--- config.mk ---
export PLATFORM = sky130hd
export DESIGN_NAME = reset_sequencer_flat
export DESIGN_NICKNAME = d
export VERILOG_FILES = /design/src/rtl/reset_sequencer_if.sv /design/src/rtl/reset_sequencer.sv /design/src/flat_wrapper.sv
export SDC_FILE = /design/constraint.sdc
export NUM_CORES = 1
export LEC_CHECK = 0
export BUFFER_PORTS_ARGS = -buffer_cell sky130_fd_sc_hd__buf_2
export CORE_MARGIN = 2
export CORE_UTILIZATION = 45
export CTS_CLUSTER_DIAMETER = 200
export DETAILED_ROUTE_END_ITERATION = 12
export PLACE_DENSITY = 0.66
export REMOVE_ABC_BUFFERS = 1
export SLEW_MARGIN = 20
export SYNTH_ARGS = -nofsm -noshare
export SYNTH_HDL_FRONTEND = slang
export SYNTH_SLANG_ARGS = --single-unit
--- constraint.sdc ---
create_clock -name i_clk -period 1.7 [get_ports i_clk]
set_input_delay 0.085 -clock i_clk [delete_from_list [all_inputs] [get_ports i_clk]]
set_output_delay 0.085 -clock i_clk [all_outputs]
set_load 0.1 [all_outputs]
--- src/rtl/reset_sequencer_if.sv ---
// Bundle between the reset sequencer and its requester/consumers: request and
// force inputs, staged per-domain resets, busy flag and issued-reset count.
interface reset_sequencer_if #(
  parameter int N_OUT = 4,
  parameter int CNT_W = 8
);
  logic             req_l;
  logic             force_req;
  logic [N_OUT-1:0] reset_l_out;
  logic             seq_busy;
  logic [CNT_W-1:0] reset_count;

  modport master (output req_l, force_req, input reset_l_out, seq_busy, reset_count);
  modport slave  (input req_l, force_req, output reset_l_out, seq_busy, reset_count);
endinterface

--- src/rtl/reset_sequencer.sv ---
// Master reset sequencer: filters the active-low request, holds every domain in
// reset, then releases domains one at a time from bit 0 upward.
//
//   state      | meaning
//   -----------+---------------------------------------------------------------
//   ST_IDLE    | all domains out of reset, waiting for req_l low
//   ST_ARMING  | req_l low, counting consecutive low samples
//   ST_ARMED   | request long enough, waiting for it to be released
//   ST_ASSERT  | all domains held in reset for ASSERT_CYCLES
//   ST_RELEASE | domains released one per STAGE_GAP cycles
module reset_sequencer #(
  parameter int N_OUT         = 4,
  parameter int HOLD_CYCLES   = 10,
  parameter int ASSERT_CYCLES = 4,
  parameter int STAGE_GAP     = 2,
  parameter int CNT_W         = 8
) (
  input  logic             i_clk,
  input  logic             i_reset,
  reset_sequencer_if.slave io_seq
);
  localparam int TMR_MAX = (ASSERT_CYCLES > STAGE_GAP) ? ASSERT_CYCLES : STAGE_GAP;
  localparam int TMR_W   = $clog2(TMR_MAX + 1);
  localparam int HOLD_W  = $clog2(HOLD_CYCLES + 1);

  localparam logic [TMR_W-1:0]  ASSERT_LOAD = TMR_W'(ASSERT_CYCLES - 1);
  localparam logic [TMR_W-1:0]  GAP_LOAD    = TMR_W'(STAGE_GAP - 1);
  localparam logic [HOLD_W-1:0] HOLD_LOAD   = HOLD_W'(HOLD_CYCLES - 1);

  typedef enum logic [2:0] {
    ST_IDLE,
    ST_ARMING,
    ST_ARMED,
    ST_ASSERT,
    ST_RELEASE
  } state_t;

  state_t             r_state;
  logic [TMR_W-1:0]   r_timer;
  logic [HOLD_W-1:0]  r_hold;
  logic [N_OUT-1:0]   r_out;
  logic               r_busy;
  logic [CNT_W-1:0]   r_count;

  state_t             w_state_nxt;
  logic [TMR_W-1:0]   w_timer_nxt;
  logic [HOLD_W-1:0]  w_hold_nxt;
  logic [N_OUT-1:0]   w_out_nxt;
  logic               w_count_inc;

  // r_hold counts the low samples still needed; r_timer is a shared down-counter
  // for the assert hold and the gap between domain releases.
  always_comb begin
    w_state_nxt = r_state;
    w_timer_nxt = r_timer;
    w_hold_nxt  = r_hold;
    w_out_nxt   = r_out;
    w_count_inc = 1'b0;

    if (io_seq.force_req) begin
      w_state_nxt = ST_ASSERT;
      w_timer_nxt = ASSERT_LOAD;
      w_hold_nxt  = '0;
      w_out_nxt   = '0;
      w_count_inc = 1'b1;
    end else begin
      case (r_state)
        ST_IDLE: begin
          w_out_nxt = '1;
          if (!io_seq.req_l) begin
            w_hold_nxt  = HOLD_LOAD;
            w_state_nxt = (HOLD_CYCLES == 1) ? ST_ARMED : ST_ARMING;
          end
        end
        ST_ARMING: begin
          if (io_seq.req_l) begin
            w_state_nxt = ST_IDLE;
            w_hold_nxt  = '0;
          end else if (r_hold == HOLD_W'(1)) begin
            w_state_nxt = ST_ARMED;
            w_hold_nxt  = '0;
          end else begin
            w_hold_nxt = r_hold - HOLD_W'(1);
          end
        end
        ST_ARMED: begin
          if (io_seq.req_l) begin
            w_state_nxt = ST_ASSERT;
            w_timer_nxt = ASSERT_LOAD;
            w_out_nxt   = '0;
            w_count_inc = 1'b1;
          end
        end
        ST_ASSERT: begin
          if (r_timer == '0) begin
            w_out_nxt   = N_OUT'(1);
            w_timer_nxt = GAP_LOAD;
            w_state_nxt = (w_out_nxt == '1) ? ST_IDLE : ST_RELEASE;
          end else begin
            w_timer_nxt = r_timer - TMR_W'(1);
          end
        end
        ST_RELEASE: begin
          // Released domains form a contiguous run from bit 0, so shift in a one.
          if (r_timer == '0) begin
            w_out_nxt   = (r_out << 1) | N_OUT'(1);
            w_timer_nxt = GAP_LOAD;
            w_state_nxt = (w_out_nxt == '1) ? ST_IDLE : ST_RELEASE;
          end else begin
            w_timer_nxt = r_timer - TMR_W'(1);
          end
        end
        default: begin
          w_state_nxt = ST_IDLE;
        end
      endcase
    end
  end

  always_ff @(posedge i_clk) begin
    if (i_reset) begin
      r_state <= ST_ASSERT;
      r_timer <= ASSERT_LOAD;
      r_hold  <= '0;
      r_out   <= '0;
      r_busy  <= 1'b1;
      r_count <= '0;
    end else begin
      r_state <= w_state_nxt;
      r_timer <= w_timer_nxt;
      r_hold  <= w_hold_nxt;
      r_out   <= w_out_nxt;
      r_busy  <= (w_state_nxt == ST_ASSERT) || (w_state_nxt == ST_RELEASE);
      if (w_count_inc && (r_count != '1)) begin
        r_count <= r_count + CNT_W'(1);
      end
    end
  end

  assign io_seq.reset_l_out = r_out;
  assign io_seq.seq_busy    = r_busy;
  assign io_seq.reset_count = r_count;
endmodule

--- src/flat_wrapper.sv ---
// flat-port wrapper written by rule: the top's interface ports become plain ports
module reset_sequencer_flat 
#(
  parameter int N_OUT         = 4,
  parameter int HOLD_CYCLES   = 10,
  parameter int ASSERT_CYCLES = 4,
  parameter int STAGE_GAP     = 2,
  parameter int CNT_W         = 8
)
  (i_clk, i_reset, io_seq_req_l, io_seq_force_req, io_seq_reset_l_out, io_seq_seq_busy, io_seq_reset_count);
  reset_sequencer_if #(.N_OUT(N_OUT), .CNT_W(CNT_W)) io_seq_i ();
  input  logic i_clk;
  input  logic i_reset;
  input wire logic [$bits(io_seq_i.req_l)-1:0] io_seq_req_l;
  input wire logic [$bits(io_seq_i.force_req)-1:0] io_seq_force_req;
  output wire logic [$bits(io_seq_i.reset_l_out)-1:0] io_seq_reset_l_out;
  output wire logic [$bits(io_seq_i.seq_busy)-1:0] io_seq_seq_busy;
  output wire logic [$bits(io_seq_i.reset_count)-1:0] io_seq_reset_count;
  assign io_seq_i.req_l = io_seq_req_l;
  assign io_seq_i.force_req = io_seq_force_req;
  assign io_seq_reset_l_out = io_seq_i.reset_l_out;
  assign io_seq_seq_busy = io_seq_i.seq_busy;
  assign io_seq_reset_count = io_seq_i.reset_count;
  reset_sequencer #(.N_OUT(N_OUT), .HOLD_CYCLES(HOLD_CYCLES), .ASSERT_CYCLES(ASSERT_CYCLES), .STAGE_GAP(STAGE_GAP), .CNT_W(CNT_W)) u_core (.i_clk(i_clk), .i_reset(i_reset), .io_seq(io_seq_i));
endmodule
After elaboration in Yosys (flattened, before gate mapping)
Cells that the tools add are included.
{ "totals": {"register_bits": 23, "input_bits": 4, "output_inout_bits": 13, "wordCells": 57} }
{ "classes": {"addsub": 3, "eq_ne": 13, "muxes": 23, "n_reduce_logical": 12} }
{ "op_table": {"columns": ["operator", "n"], "rows": [
  ["$mux 3", 10],
  ["$mux 4", 6],
  ["$pmux 4 s4", 1],
  ["$pmux 3 s5", 1],
  ["$eq 3x2->1 const B", 3],
  ["$eq 3x3->1 const B", 3],
  ["$add 8x1->8 const B", 1],
  ["$ne 8x8->1 const B", 1],
  ["$pmux 4 s2", 1],
  ["$logic_not 3->1", 2],
  ["$pmux 3 s2", 1],
  ["$eq 4x1->1 const B", 1],
  ["$ne 2x1->1 const B", 2],
  ["$ne 2x2->1 const B", 2],
  ["$reduce_and 2->1", 2],
  ["$reduce_and 4->1", 1],
  ["$reduce_bool 2->1", 2],
  ["$reduce_bool 4->1", 1],
  ["$reduce_or 2->1", 2],
  ["$sub 4x1->4 const B", 1],
  ["$eq 3x1->1 const B", 1],
  ["$mux 1", 3],
  ["$sub 3x1->3 const B", 1],
  ["$logic_and 1x1->1", 1],
  ["$logic_or 1x1->1", 1]
]} }

Longest topological paths before layout
Gate-level depths: netlist of run 1.
{ "depth": {"ltp_word": 7, "mapped_depth": 6, "depth_no_buf": 6} }

Least setup slack after synthesis of run 1
OpenSTA, ideal clock, no wires.
{ "synth_timing": {"kind": "register to register", "start": "register u_core.r_count[0], in the netlist u_core.io_seq.reset_count[0]", "end": "register u_core.r_count[0], in the netlist u_core.io_seq.reset_count[0]", "arrival_ns": 1.948, "slack_ns": -0.375, "stages_incl_launch_ff": 6, "n_path_buf": 0, "synth_period_minus_slack_ns": 2.075, "cell_sequence": "dfxtp_1 -> ha_1 -> nand4_1 -> nand2_2 -> xor2_1 -> nor2_1"} }
{ "synth_between": {"elab_chain_cells": 2, "elab_cells_between_ends": 3} }
{ "synth_lines": {"columns": ["item", "line", "text"], "rows": [
  ["from (decl)", "reset_sequencer.sv:43", "logic [CNT_W-1:0] r_count;"],
  ["from (signal assigned)", "reset_sequencer.sv:135", "r_count <= r_count + CNT_W'(1);"],
  ["branches (longest 2 deep; another with $add 8x1->8)", null, null]
]} }
Several ways; the timed one is not identified.
A chain may end at the register's enable or synchronous reset.

Worst setup path in the final report of run 1
{ "layout_timing": {"start": "register u_core.r_count[0], in the netlist u_core.io_seq.reset_count[0]", "end": "register u_core.r_count[7], in the netlist u_core.io_seq.reset_count[7]"} }
The elaborated chain is that of the path after synthesis.

==> results.ini, run 1 <==
[run_status]
status=finished, final reports clean

[timing]
maxSlewHeadroom_pct=67.8
fmaxAchievable_ghz=0.627
layout_min_cycle_time_ns=1.59
clock_skew_ns=0.00429
fin_crit_sh_pct=93.8
hold_slack_ns=0.0597
rsz0062_at_grt=no
maxSlewViolCount=0
final-hold-violation-count=0
worstMarginPinSlew_ns=0.487
setup_violations=0

[die]
pin_count=17
die_h_um=54.0
fp-row-count=18
core_um2=2410
die_area_um2=2910
die_w_um=54.0
start_util_pct=46.6

[synth]
synth_edf_count=0
muxShareOfSynthArea_pct=1.78
seq_area_frac_synth_pct=41.0
synth_top_family_by_area=simple AND/OR/NAND/NOR gates
synthAdderAreaFrac_pct=3.34
ys_ff_latch=23
netlist_area_um2=1120
yosys.area_share.xor_xnor_pct=3.90
synth_cells=140
syn-mean-instance-area_um2=8.03
synth-compound-area-share_pct=15.7
synthFlopType=dfxtp_1
synth-simple-area-share_pct=30.5
synth_warnings=0
synthArstFlopShare_pct=0
synth_cell_types=34

[grt]
grt_pass1_wl_um=3860
grt_pass1_vias=965
antenna_found_initial=0
grt_max_degree=15
gr-total-overflow=0
groute.usage.overall_pct=18.3

[layout]
num-nets-final=167
design_area_um2=1280
final_core_util_pct=53.3
diodes=0
area_growth_pct=14.4
drive_gt1_share_pct=18.2

[critical_path]
startpoint_type=flip-flop
worst_ep_required_time_ns=1.94
r2r_slack_ns=0.11
slowest_delay_ns=0.46
criticalPathCategory=flip-flop to flip-flop
cp_slowest_cell=or4_1
worstPathBufferInverterCount=0
path_max_fanout=6
arrival_ns=1.83
worstPathCellList=ha_1, nand4_1, nand2_2, or4_1, a21oi_1
critPathCaptureType=flip-flop
crit_family=simple AND/OR/NAND/NOR gates

[pwr]
leakage_uw=0.000513
power.density_cell_area_nw_per_um2=694
irDropWorstVdd_mv=0.491

[cts]
clock_path_buffers=2
cts_made_buffers=3
cts.clk_slew.worst_paths_ns=0.12
cts_tree=done
root_buffer=clkbuf_4
hold_buffers=0
clk_latency_ns=0.31
cts_sinks=23
cts_max_level=1

[route]
vias=1056
wl_met2_um=1130
routed_wl_um=2320
route.top_layer_used=met4
viasPerCell=5.59
ant_nets=0
dr.pass1.iters=4
drt_iter0_markers=31
wl_per_cell_um=12.3
wl_met1_um=1070
dr_wl_met3_um=95
post-route-drc-count=0

[place]
dp_hpwl_um=1750
placed_area_um2=1250
io_buffer_count=16
gp_congestion=0.795

[job]
cap_violations=0

[hold_path]
hold_path_class=input pin to flip-flop

==> flip-flops by register name, summed over array words and instances, names as in the netlist <==
name                       cells
u_core.r_timer                 3
u_core.io_seq.seq_busy         1
u_core.r_state                 3
u_core.r_hold                  4
u_core.io_seq.reset_count      8
u_core.io_seq.reset_l_out      4
==> per-stage QoR <==
stage	total power [uW]	cells	setup WS, ns	TNS (ns)
2_1_floorplan	634	134	-0.365	-2.56
3_3_place_gp	657	185	0.210	0
3_5_place_dp	657	185	0.142	0
4_1_cts	906	189	0.103	0
5_1_grt	941	189	0.0334	0
6_report	892	189	0.106	0
==> power breakdown <==
part	switching [uW]	internal, uW
Combinational	68.5	21.2
Clock	157	87.9
Sequential	9.98	547
Total	236	656
==> cells in the mapped netlist (all sizes together) (2+ instances only) <==
cell	instances	share of area, %
dfxtp	23	41
nand2	19	6.6
nor2	14	4.7
a21oi	9	4.0
o21ai	8	3.6
nand3	7	3.1
nor3	6	2.7
clkbuf	5	1.7
inv	5	1.7
xor2	5	3.9
nand4	4	2.2
a32o	3	2.7
and3	3	1.7
ha	3	3.3
nor2b	3	1.7
a211oi	2	1.3
mux2i	2	1.8
nand2b	2	1.1
nor3b	2	1.3
or2	2	1.1
==> worst reg2reg max path, cell delays in order (launching register included) <==
cell and delay, ns:
dfxtp_1 0.38, ha_1 0.26, nand4_1 0.14, nand2_2 0.10
or4_1 0.46, a21oi_1 0.18
==> cell usage in the layout, fill, tap and decap left out, types with 2 or more instances in the layout <==
| master | n |
|---|---|
| a211oi_1 | 2 |
| inv_1 | 5 |
| dfxtp_1 | 23 |
| buf_2 | 16 |
| o21ai_0 | 8 |
| and3_1 | 3 |
| nand4_1 | 4 |
| buf_4 | 5 |
| nand2_1 | 18 |
| nor3_1 | 6 |
| nor2b_1 | 3 |
| xor2_1 | 5 |
| clkbuf_4 | 3 |
| nor2_1 | 14 |
| nand2b_1 | 2 |
| a21oi_1 | 9 |
| mux2i_1 | 2 |
| ha_1 | 3 |
| nor3b_1 | 2 |
| a32o_1 | 3 |
| nand3_1 | 7 |
==> final cells by class <==
| cell class | instances | area, um^2 |
|---|---|---|
| inverter | 5 | 18.8 |
| clock inverter | 1 | 5.00 |
| multi-input combinational | 106 | 623 |
| tap | 30 | 37.5 |
| fill | 233 | 1120 |
| clock buffer | 3 | 22.5 |
| timing repair buffer | 21 | 118 |
| sequential | 23 | 460 |
==> metal layers <==
| layer | up-vias | GRT usage, % |
|---|---|---|
| li1 | 530 | - |
| met1 | 501 | 21.9 |
| met2 | 20 | 30.9 |
| met3 | 5 | 3.89 |
| met4 | 0 | 8.75 |
| met5 | - | 0 |
==> cell families after synthesis <==
kind of cell | after synthesis
AO/OA/AOI/OAI | 28
XOR/XNOR | 5
adder cells (fa/ha/maj) | 3
buffers and inverters | 11
flip-flops | 23
multiplexers | 2
AND/OR/NAND/NOR | 68
==> what timing repair did <==
item / 4_1_cts / 5_1_grt
endpoints found under the setup margin: 0 / 1
resized for setup: 0 / 1
buffers inserted: 0 / 0
==> path summary, 6_finish.rpt <==
path / from / to / cells after the start
max: u_core.io_seq.reset_count[0] / u_core.io_seq.reset_count[7] / 5
min: i_reset / u_core.io_seq.reset_count[0] / 2
max reg2reg: u_core.io_seq.reset_count[0] / u_core.io_seq.reset_count[7] / 5
min reg2reg: u_core.r_timer[2] / u_core.r_timer[2] / 1
Note: power is estimated with default switching activity, not from simulation.
==> run 2, diff against run 1 <==
ABC_AREA = 1   (was unset)
==> results.ini, run 2 <==
[run_status]
status=finished, final reports clean

[critical_path]
critPathCaptureType=flip-flop
rr_startpoint=u_core.io_seq.reset_count[0]
worst_ep_required_time_ns=1.96  ; +0.02 ns
reg2reg_depth=7  ; +2
r2r_slack_ns=0.23  ; +0.13 ns
startpoint_type=flip-flop
arrival_ns=1.73  ; -0.10 ns
criticalPathCategory=flip-flop to flip-flop
path_max_fanout=7  ; +1
timing.rr.end=u_core.io_seq.reset_count[2]

[synth]
synth_cell_types=23  ; -32%
synthArstFlopShare_pct=0  ; unchanged
netlist_area_um2=1310  ; +17%
synthTopCellsByCount=51 x nand2_1, 26 x inv_1, 26 x nor2_1, 23 x dfxtp_1, 22 x nand3_1
yosysMostFrequentCell=nand2_1
synth_cells=201  ; +44%
synth_warnings=0  ; unchanged
ys_ff_latch=23  ; unchanged
synth_area_leader_cell=dfxtp_1
synth_area_leaders=dfxtp_1 35%, nand2_1 15%, nand3_1 8.4%, inv_1 7.4%, nor2_1 7.4%
synth_edf_count=0  ; unchanged
seq_area_frac_synth_pct=35.0  ; -5.9 points
synth_top_area_share_pct=35.0  ; -5.9 points
synthFlopType=dfxtp_1
syn-mean-instance-area_um2=6.54  ; -19%

[route]
wl_per_cell_um=10.8  ; -12%
vias=1272  ; +20%
post-route-drc-count=0  ; unchanged
viasPerCell=5.05  ; -9.7%
dr.pass1.iters=4  ; unchanged
routed_wl_um=2730  ; +17%
ant_nets=0  ; unchanged
drt_iter0_markers=36  ; +16%

[job]
cap_violations=0  ; unchanged

[layout]
mostFrequentLayoutCells=51 x nand2_1, 26 x inv_1, 26 x nor2_1, 23 x dfxtp_1, 22 x nand3_1
drive_gt1_share_pct=19.0  ; +0.77 points
mostFrequentLayoutCell=nand2_1
diodes=0  ; unchanged
fin_cells=252  ; +33%
num-nets-final=229  ; +37%
largest_register_ff_count=8  ; unchanged
area_growth_pct=11.4

[hold_path]
hold_path_class=input pin to flip-flop
hp-start=i_reset
hold_path_depth=2  ; unchanged
hold_end=u_core.io_seq.reset_count[5]

[die]
core_um2=2760  ; +14%
die_h_um=58.0  ; +7.5%
pin_count=17  ; unchanged
die_w_um=58.0  ; +7.5%
die_area_um2=3370  ; +16%
start_util_pct=47.6  ; +1.0 points
fp-row-count=19  ; +1

[pwr]
leakage_uw=0.000700  ; +36%
irDropWorstVdd_mv=0.459  ; -6.4%
p_total_uw=944  ; +5.9%
power.density_cell_area_nw_per_um2=645  ; -7.1%

[cts]
hold_buffers=0  ; unchanged
postCtsSetupRepairBufs=0  ; unchanged
cts_max_level=1  ; unchanged
clk_latency_ns=0.32  ; about the same
cts_made_buffers=3  ; unchanged
cts_sinks=23  ; unchanged
cts_resized=0  ; unchanged
cts.clk_slew.worst_paths_ns=0.13  ; about the same
root_buffer=clkbuf_4
cts_tree=done
clock_path_buffers=2  ; unchanged

[timing]
fin_setup_tns_ns=0  ; unchanged
final-hold-violation-count=0  ; unchanged
fin_ws_ns=0.234  ; +0.128 ns
setup_violations=0  ; unchanged
rsz0062_at_grt=no
fmaxAchievable_ghz=0.682  ; +8.7%
worstMarginPinSlew_ns=0.652  ; +0.165 ns
maxSlewHeadroom_pct=56.4  ; -11 points
fin_crit_sh_pct=86.2  ; -7.5 points
clock_skew_ns=0.00787  ; +0.00358 ns
maxSlewViolCount=0  ; unchanged
layout_min_cycle_time_ns=1.47  ; -0.128 ns

[grt]
grt_pass1_vias=1241  ; +29%
antenna_found_initial=0  ; unchanged
groute.usage.overall_pct=19.3  ; +1.0 points
grt_max_degree=14  ; -1
grt_pass1_wl_um=5130  ; +33%
gr-total-overflow=0  ; unchanged

[place]
place_ws_ns=0.237  ; +0.0956 ns
dp_hpwl_um=2200  ; +26%
gp_congestion=0.853  ; +7.3%
dp_cells=248  ; +34%
io_buffer_count=16  ; unchanged

-- run 2: metrics by stage --
| step | utilization (%) | area (um^2) | hold slack [ns] |
|---|---|---|---|
| after floorplan | - | 1310 | 0.154 |
| after global placement | 52.1 | 1440 | 0.366 |
| after detailed placement | 52.1 | 1440 | 0.372 |
| after CTS | 53.1 | 1460 | 0.0191 |
| after global routing | 53.1 | 1460 | 0.0161 |
| final | 53.1 | 1460 | 0.0194 |
-- run 2: cell type report --
cell class,count,area (um^2)
Multi-Input combinational cell,147,737
Clock inverter,1,5.00
Timing Repair Buffer,17,87.6
Tap cell,31,38.8
Clock buffer,3,22.5
Inverter,30,113
Fill cell,290,1290
Sequential cell,23,460
-- run 2: how the worst max path moves through the flow --
stage	startpoint	end	slack (ns)	depth (start not counted)
global placement	u_core.io_seq.reset_count[0]	u_core.io_seq.reset_count[7]	0.36	8
finish	u_core.io_seq.reset_count[0]	u_core.io_seq.reset_count[2]	0.23	7
detailed placement	u_core.io_seq.reset_count[0]	u_core.io_seq.reset_count[7]	0.24	8
floorplan	u_core.io_seq.reset_count[0]	u_core.io_seq.reset_count[5]	-0.39	7
global route	u_core.io_seq.reset_count[0]	u_core.io_seq.reset_count[7]	0.10	7
CTS	u_core.io_seq.reset_count[0]	u_core.io_seq.reset_count[7]	0.24	8
-- run 2: kinds of logic (layout without fill, tap and decap cells) --
logic type | count (synthesis) | count (layout) | synth area share, %
simple gates | 120 | 120 | 42.8
buf+inv | 31 | 51 | 8.86
flops | 23 | 23 | 35.0
compound gates | 21 | 21 | 8.48
fa+ha+maj | 3 | 3 | 2.86
xor+xnor | 3 | 3 | 2.00
-- run 2: critical path, stage by stage, from the launching register on --
cell     delay (ns)
dfxtp_1        0.44
ha_1           0.26
nand2_1        0.09
nor2_1         0.14
nand2_2        0.12
nand2_2        0.16
nand2_1        0.06
a21oi_1        0.13
-- run 2: power by group --
group	switching, uW	internal [uW]
logic	96.6	28.5
clock network	173	88.1
registers	10.4	548
-- run 2: layer usage --
layer	vias up	global-route usage [%]	wire length (um)
met5	-	0	0
li1	675	-	-
met2	21	36.4	1420
met1	572	22.1	1190
met3	4	2.68	82
met4	0	6.31	29
